[src/rtl/rx_frame_writer.sv]
// Receiver-to-frame-memory writer: auto-incrementing address, word count,
// wrap/stop at full buffer, sticky overflow and drop flags.
module rx_frame_writer #(
  parameter int DATA_W    = 16,
  parameter int ADDR_W    = 4,
  parameter int DEPTH     = 16,
  parameter int WRAP_MODE = 1
) (
  input  logic              clk,
  input  logic              Reset,
  input  logic [DATA_W-1:0] rcvDataOut,
  input  logic              Ack,
  input  logic              Ready,
  input  logic              ClearFlags,
  output logic [DATA_W-1:0] memDataIn,
  output logic [ADDR_W-1:0] Address,
  output logic              WriteEnable,
  output logic [ADDR_W:0]   WordCount,
  output logic              FrameDone,
  output logic              Overflow,
  output logic              DropErr,
  output logic              Busy
);

  typedef enum logic [1:0] {
    IDLE,
    WRITE,
    FULL
  } state_t;

  localparam bit WRAP = (WRAP_MODE != 0);
  localparam logic [ADDR_W-1:0] PTR_MAX = ADDR_W'(DEPTH - 1);
  localparam logic [ADDR_W:0] CNT_FULL = (ADDR_W + 1)'(DEPTH);

  state_t state, state_nxt;
  logic [ADDR_W-1:0] ptr;
  logic last;
  logic at_end;
  logic ovf_set, drop_set;

  assign at_end = (ptr == PTR_MAX);

  always_ff @(posedge clk) begin
    if (Reset) begin
      state <= IDLE;
      Busy  <= 1'b0;
    end else begin
      state <= state_nxt;
      Busy  <= (state_nxt != IDLE);
    end
  end

  always_comb begin
    state_nxt = state;
    unique case (state)
      IDLE:  if (Ack) state_nxt = WRITE;
      WRITE: begin
        if (!last && at_end && !WRAP) state_nxt = FULL;
        else state_nxt = IDLE;
      end
      FULL:  if (Ready) state_nxt = IDLE;
      default: state_nxt = IDLE;
    endcase
  end

  always_comb begin
    ovf_set  = 1'b0;
    drop_set = 1'b0;
    unique case (1'b1)
      (state == WRITE): begin
        drop_set = Ack;
        ovf_set  = !last && at_end && WRAP;
      end
      (state == FULL): ovf_set = Ack;
      default: ;
    endcase
  end

  always_ff @(posedge clk) begin
    if (Reset) begin
      ptr         <= '0;
      last        <= 1'b0;
      memDataIn   <= '0;
      Address     <= '0;
      WriteEnable <= 1'b0;
      WordCount   <= '0;
      FrameDone   <= 1'b0;
      Overflow    <= 1'b0;
      DropErr     <= 1'b0;
    end else begin
      WriteEnable <= 1'b0;
      FrameDone   <= 1'b0;
      if (ovf_set) Overflow <= 1'b1;
      else if (ClearFlags) Overflow <= 1'b0;
      if (drop_set) DropErr <= 1'b1;
      else if (ClearFlags) DropErr <= 1'b0;
      unique case (state)
        IDLE: begin
          if (Ack) begin
            memDataIn   <= rcvDataOut;
            Address     <= ptr;
            WriteEnable <= 1'b1;
            last        <= Ready;
          end else if (Ready && ptr != '0) begin
            WordCount <= {1'b0, ptr};
            FrameDone <= 1'b1;
            ptr       <= '0;
          end
        end
        WRITE: begin
          if (last) begin
            WordCount <= {1'b0, ptr} + (ADDR_W + 1)'(1);
            FrameDone <= 1'b1;
            ptr       <= '0;
          end else if (at_end) begin
            // stop mode holds ptr at the last slot while FULL
            ptr <= WRAP ? '0 : ptr;
          end else begin
            ptr <= ptr + ADDR_W'(1);
          end
        end
        FULL: begin
          if (Ready) begin
            WordCount <= CNT_FULL;
            FrameDone <= 1'b1;
            ptr       <= '0;
          end
        end
        default: ;
      endcase
    end
  end

endmodule

[config.mk]
export PLATFORM = sky130hd
export DESIGN_NAME = rx_frame_writer
export DESIGN_NICKNAME = d
export VERILOG_FILES = /design/src/rtl/rx_frame_writer.sv
export SDC_FILE = /design/constraint.sdc
export NUM_CORES = 1
export LEC_CHECK = 0
export ABC_CLOCK_PERIOD_IN_PS = 6350
export CORE_MARGIN = 4
export CORE_UTILIZATION = 45
export DETAILED_ROUTE_END_ITERATION = 12
export PLACE_DENSITY = 0.74
export SETUP_SLACK_MARGIN = 0.02
export SLEW_MARGIN = 20
export SYNTH_ARGS = -nofsm -noshare
export SYNTH_HDL_FRONTEND = slang
export SYNTH_SLANG_ARGS = --single-unit
[constraint.sdc]
create_clock -name clk -period 6.35 [get_ports clk]
set_clock_uncertainty 0.15 [all_clocks]
set_input_delay 0.635 -clock clk [delete_from_list [all_inputs] [get_ports clk]]
set_output_delay 0.635 -clock clk [all_outputs]
set_load 0.01 [all_outputs]
==> Word level (Yosys, flattened, before mapping) <==
Cells that the tools add are included.
{ "totals": {"regBits": 37, "out_inout_bits": 30, "elab_cells": 59} }
{ "op_classes": {"n_reduce_logical": 13, "muxes": 25, "n_addsub": 2, "bitwise_logic": 1, "n_eq_ne": 7} }
{ "op_table": {"columns": ["operator", "count"], "rows": [
  ["2-to-1 mux 4 bit", 5],
  ["2-to-1 mux 5 bit", 4],
  ["case mux 5 bit (3 select lines)", 1],
  ["case mux 4 bit (3 select lines)", 1],
  ["2-to-1 mux 1 bit", 9],
  ["inequality test 2 bit, second input constant", 4],
  ["nonzero test 2 bit", 3],
  ["adder 4 x 1 -> 5 bit, second input constant", 1],
  ["AND reduction 5 bit", 1],
  ["adder 4 x 1 -> 4 bit, second input constant", 1],
  ["equality test 4 bit, second input constant", 1],
  ["2-to-1 mux 2 bit", 2],
  ["case mux 2 bit (2 select lines)", 1],
  ["AND reduction 4 bit", 1],
  ["nonzero test 4 bit", 1],
  ["case mux 1 bit (3 select lines)", 1],
  ["nonzero test 3 bit", 1],
  ["equality test 2 x 1 -> 1 bit, second input constant", 1],
  ["equality test 2 bit, second input constant", 1],
  ["logical AND 1 bit", 2],
  ["logical NOT 2 bit", 1],
  ["case mux 1 bit (2 select lines)", 1],
  ["AND reduction 2 bit", 1],
  ["OR reduction 2 bit", 1],
  ["2 further kinds", 2]
]} }

==> Depth between registers and ports, before layout <==
{ "logic_depth": {"word_depth": 5, "ltp_mapped": 9, "mapped_depth_nobuf": 6} }

==> Worst setup path before layout <==
Ideal clock, no wire load.
{ "synth_timing": {"kind": "reg-to-reg", "start": "reg state[0]", "end": "reg WordCount[1]", "stages_incl_launch_ff": 9, "setup_slack_ps": 4157, "arrival_time_ps": 1912, "synth_period_minus_slack_ps": 2193, "n_path_buf": 2, "path_cell_list": "dfxtp_1 -> inv_1 -> ha_1 -> clkbuf_1 -> mux2i_1 -> or4_1 -> buf_6 -> nor3_2 -> nor3_1"} }
{ "synth_via": {"elab_chain_cells": 3} }
{ "synth_lines": {"columns": ["item", "line_no", "text"], "rows": [
  ["start: declaration", "35", "state_t state, state_nxt;"],
  ["start signal: assignment", "48", "state <= state_nxt;"],
  ["equality test 2 x 1 -> 1 bit, or another cell as far along", "97", "unique case (state)"],
  ["inequality test 2 bit (no source line) or nonzero test 3 bit (tied branches)", null, null],
  ["AND reduction 5 bit (no source line)", null, null],
  ["end signal: assignment", "105", "WordCount <= {1'b0, ptr};"],
  ["end signal: assignment", "112", "WordCount <= {1'b0, ptr} + (ADDR_W + 1)'(1);"],
  ["end: declaration", "18", "output logic [ADDR_W:0] WordCount,"]
]} }
Several ways; a longest one is shown, not always the timed one.
A chain may end at the register's enable or synchronous reset.

==> Final worst setup path <==
{ "layout_timing": {"start": "reg state[0]", "end": "reg WordCount[4]"} }
Same word-level chain as after synthesis.

==> flow_metrics.env <==
export IMPL_die_w_um=68.0
export IMPL_min_delay_start="memDataIn[1]"
export IMPL_drv_slew=0
export IMPL_min_period_over_period_pct=37.0
export IMPL_grt_ovfl_total=0
export IMPL_yosys_warnings=0
export IMPL_final_cells=287
export IMPL_hp_class="reg2reg"
export IMPL_core_um2=3420
export IMPL_syn_nets=222
export IMPL_fillerInstances=313
export IMPL_crit_type="reg2reg"
export IMPL_synth_area_per_cell_um2=8.31
export IMPL_avgViaCountPerCell=5.08
export IMPL_async_flop_share_pct=0
export IMPL_area_growth_pct=35.5
export IMPL_postCtsHoldBufs=0
export IMPL_power_density_nw_per_um2=226
export IMPL_peakVddDrop_uv=120
export IMPL_antenna_found_initial=0
export IMPL_hold_ws_ns=0.309
export IMPL_drive_gt1_share_pct=7.47
export IMPL_setup_viol=0
export IMPL_wire_per_inst_um=13.1
export IMPL_dieArea_um2=4620
export IMPL_port_buffers=50
export IMPL_yosysSeqAreaShare_pct=45.7
export IMPL_synth_top_area_cell="dfxtp_1"
export IMPL_numCtsBuffers=5
export IMPL_fmax_mhz=426
export IMPL_tightest_slew_ns=0.848
export IMPL_num_vias=1457
export IMPL_synthCells=195
export IMPL_num_antenna_cells=0
export IMPL_cts_htree_levels=2
export IMPL_layout_setup_ws_ns=4.00
export IMPL_tns_ns=0
export IMPL_crit_fanout=10
export IMPL_rows=21
export IMPL_post_cts_resize_count=0
export IMPL_place_inst=279
export IMPL_slew_limit_headroom_pct=43.4
export IMPL_yosysMostFrequentCell="nand2_1"
export IMPL_routed_wl_mm=3.76
export IMPL_ant_nets=0
export IMPL_dp_hpwl_mm=2.48
export IMPL_period_minus_slack_ns=2.35
export IMPL_worstSkewPairLatency_ns=0.34
export IMPL_ios=51
export IMPL_grt_max_degree=38
export IMPL_place_congestion=0.913
export IMPL_cts_tree="done"
export IMPL_grt_total_usage_pct=17.5
export IMPL_power_w=0.000496
export IMPL_crit_arrival_ns=2.41
export IMPL_cts_root_buf="clkbuf_4"
export IMPL_first_pass_iters=4
export IMPL_r2r_start="state[0]"
export IMPL_synth_area_leaders="dfxtp_1 46%, nand2_1 12%, a21oi_1 11%"
export IMPL_endpoint_kind="register"
export IMPL_reg2reg_slack_ns=4.00
export IMPL_synth_seq_cells=37
export IMPL_hold_viol_final=0
export IMPL_rsz0062_at_grt="no"
export IMPL_synth_distinct_cells=37
export IMPL_yosysTopAreaCellShare_pct=45.7
export IMPL_synth_edff_count=0
export IMPL_clock_path_buffers=2
export IMPL_grt_pass1_vias=1418
export IMPL_cts_num_sinks=37
export IMPL_power_leakage_nw=0.799
export IMPL_hold_path_depth=2
export IMPL_startpoint_type="register"
export IMPL_cts_setup_buffers=0
export IMPL_netlist_top_cells_count="50 x nand2_1, 37 x dfxtp_1, 36 x a21oi_1"
export IMPL_ys_flop_type="dfxtp_1"
export IMPL_grt_pass1_wl_mm=6.16
export IMPL_dpl_worst_slack_ns=3.67
export IMPL_crit_start="state[0]"
export IMPL_maxCapViolations=0
export IMPL_cp_required_ns=6.41
export IMPL_drt_iter0_drc=127
export IMPL_initial_core_util_pct=47.4
export IMPL_status="completed"
export IMPL_synthesis_area_um2=1620
export IMPL_die_height_um=68.0
export IMPL_nets=267
export IMPL_drc=0
export IMPL_r2r_worst_path_cells=6
export IMPL_cts_clk_slew_worst_paths_ns=0.11
[path summary, 6_finish.rpt]
path	endpoint
worst max-delay path	WordCount[4]
worst min-delay path	memDataIn[1]
worst max register to register	WordCount[4]
worst min register to register	memDataIn[1]
[metal layers]
metal / part of all wire (%) / track usage, %
met3: 5.2 / 4.27
met5: 0 / 0
met1: 47 / 23.0
met2: 47 / 27.1
met4: 1.2 / 7.69
[critical path, stage by stage (launching register included)]
cell     delay, ns
dfxtp_1       0.41
inv_1         0.08
ha_1          0.45
mux2i_1       0.18
or4_1         0.69
o21ai_1       0.19
a21oi_1       0.07
[layout by cell type, fill, tap and decap left out, types with 2 or more instances in the layout]
master           count
clkbuf_4             5
a211oi_1             4
nand2b_1             2
inv_1                7
nand4_1              2
nand2_1             50
o21ai_0              6
ha_1                 6
a21oi_1             36
clkdlybuf4s50_1     50
nand3_1              3
nor3_1               2
nor2b_1              2
dfxtp_1             37
nor2_1               4
[layout make-up]
cell class	instances	area (um^2)	share of cell area [%]
well taps	46	57.6	2.62
multi-input cells	138	774	35.3
clock buffers	6	51.3	2.34
clock inverters	2	37.5	1.71
repair buffers	51	508	23.1
inverters	7	26.3	1.20
flip-flops and latches	37	741	33.7
[cells by family (layout without fill, tap and decap cells)]
logic type	Yosys count	count (layout)	synth area share (%)
adders and majority gates	6	6	4.63
muxes	2	2	1.31
buffers and inverters	20	66	6.49
and+or+nand+nor	75	75	22.7
AOI/OAI and AO/OA	55	55	19.2
DFF	37	37	45.7
[stage by stage]
step	area, um^2	utilization [%]
3_3_place_gp	2110	61.7
3_5_place_dp	2110	61.7
4_1_cts	2200	64.3
5_1_grt	2200	64.3
2_1_floorplan	1620	-
6_report	2200	64.3
[power breakdown]
part,total (W),internal (W),leakage (nW),switching (W)
Sequential,0.000247,0.000242,0.302,0.00000542
Combinational,0.0000759,0.0000376,0.452,0.0000383
Clock,0.000173,0.0000936,0.0445,0.0000790
[registers in the layout, summed over array words and instances (netlist names)]
name and flops:
Address 4, Overflow 1, last 1, state 2, WordCount 5, FrameDone 1
Busy 1, WriteEnable 1, DropErr 1, ptr 4, memDataIn 16
Power figures use the tool's default switching activity.
==> RTL change (same settings) <==
Re-encode `state_t` (3 states) as one-hot, 3 bits wide.
--- a/src/rtl/rx_frame_writer.sv
+++ b/src/rtl/rx_frame_writer.sv
@@ -22,10 +22,10 @@
   output logic              Busy
 );
 
-  typedef enum logic [1:0] {
-    IDLE,
-    WRITE,
-    FULL
+  typedef enum logic [2:0] {
+    IDLE  = 3'b001,
+    WRITE = 3'b010,
+    FULL  = 3'b100
   } state_t;
 
   localparam bit WRAP = (WRAP_MODE != 0);
Behaviour: no difference found for any inputs over 10 cycles, from zero or initial values and one cycle with Reset high; not proved beyond that.
==> RTL change against the unedited design <==
Cell count fell by 1.0%; sequential cell count rose by 1; wire length decreased by 1.9%; power fell by 9.1%; setup slack lost 1.7 ps; hold slack improved by 1.0 ps; critical endpoint is now ptr[0]; final area fell by 2.4%; area after synthesis fell by 2.6%; utilization shrank 0.56 points; sequential power grew 3%; highest routed layer unchanged; combinational power decreased by 17%; non-clock buffer count unchanged.
==> RTL change: results (changes against the unedited design) <==
| Metric | Value |
|---|---|
| Final Hold Slack | 310 ps (+1.02 ps) |
| Routed len/inst | 13.0 um (-0.85%) |
| Switching Share | 25.8% (+1.1 points) |
| Critical Path AT | 2440 ps (+30 ps) |
| Initial drt markers | 159 (+25%) |
| Wire length on met3 | 247 um (+25%) |
| Reg-to-reg endpoint | ptr[0] |
| Synth Area in Compound Gates | 21.2% (+2.0 points) |
| Share of the clock period used by the worst path | 37.0% (about the same) |
| Synth cell count leaders | nand2_1 (47), dfxtp_1 (38), a21oi_1 (33) |
| R2R depth | 5 (-1) |
| Post CTS Setup Buffer Count | 0 (unchanged) |
| Hold EP | memDataIn[4] |
| Inverters | 6 (-1) |
| Post-synthesis xor/xnor area fraction | 0% (unchanged) |
| Multi-Input Combinational | 135 (-2.2%) |
| Seq cells post-synth | 38 (+2.7%) |
| Sequential share of cell area | 35.5% (+1.8 points) |
| Mux contribution to synthesized area | 0.714% (-0.60 points) |
| P_clk | 133 uW (-23%) |
| Clock transition at path regs | 110 ps (about the same) |
| Reg2Reg Setup Slack | 4000 ps (about the same) |
| Syn nets | 215 (-3.2%) |
| First-pass GRT wire length | 6040 um (-2.0%) |
| Non-clock buffer share | 23.7% (+0.57 points) |
| Flop pwr share | 56.6% (+6.7 points) |
| Run status | completed |
| Final Net Count | 260 (-2.6%) |
| Clk tree area frac | 2.98% (-1.1 points) |
| Met1 usage | 25.1% (+2.1 points) |
| Distinct cells, synth | 34 (-8.1%) |
| Met1 Routed Length | 1680 um (-4.4%) |
| Hold path start | memDataIn[4] |
| Leakage | 0.000778 uW (-2.6%) |
| Vias in the first global route | 1335 (-5.9%) |
| Routed wl met2 | 1690 um (-3.7%) |
| Adder-Cell Fraction of Synth Area | 1.59% (-3.0 points) |
| Part of the Yosys area used for sequential elements | 48.2% (+2.5 points) |
| Initial antenna violation count | 0 (unchanged) |
| Least-Margin Pin Slew | 853 ps (+5.13 ps) |
| Area of the multi-input gates | 731 um^2 (-5.7%) |
| CTS HTree Levels | 2 (unchanged) |
| Hpwl dp | 2560 um (+3.3%) |
| RePlAce Congestion | 0.838 (-8.2%) |
| Area contributors post-synth | dfxtp_1 (48%), nand2_1 (11%), a21oi_1 (10%) |
| Met2 Use GR | 25.2% (-1.9 points) |
| Met3 GRT Util | 4.66% (+0.39 points) |
| Worst VDD drop | 117 uV (-2.3%) |
| Worst slack, placed | 3700 ps (+32.6 ps) |
| Fill count | 329 (+5.1%) |
| Warnings from Yosys | 0 (unchanged) |
| Worst R2R Start | state[1] |
| Tot GR Track Use | 17.7% (+0.22 points) |
| Vias per cell | 5.14 (+1.3%) |
| Crit path max fanout | 25 (+15) |
-- RTL change: cell types whose count changed after synthesis, moves of 4 or more --
cell and delta:
buf_2 +9, buf_6 -4, clkbuf_1 -5, ha_1 -4, nor2_1 +6
-- RTL change: stage by stage --
| step | total power (uW) | instance area, um^2 | util (%) | instances |
|---|---|---|---|---|
| global placement | 323 | 2080 | 61.8 | 276 |
| CTS | 455 | 2140 | 63.7 | 284 |
| detailed placement | 324 | 2080 | 61.8 | 276 |
| floorplan | 290 | 1580 | - | 192 |
| finish | 451 | 2140 | 63.7 | 284 |
| global route | 472 | 2140 | 63.7 | 284 |
-- RTL change: critical path: stages, from the launching register on --
cell and delay, ps:
dfxtp_1 690, nor3b_2 140, nand2_1 660, o21a_4 280
nor2_1 60, mux2_2 270
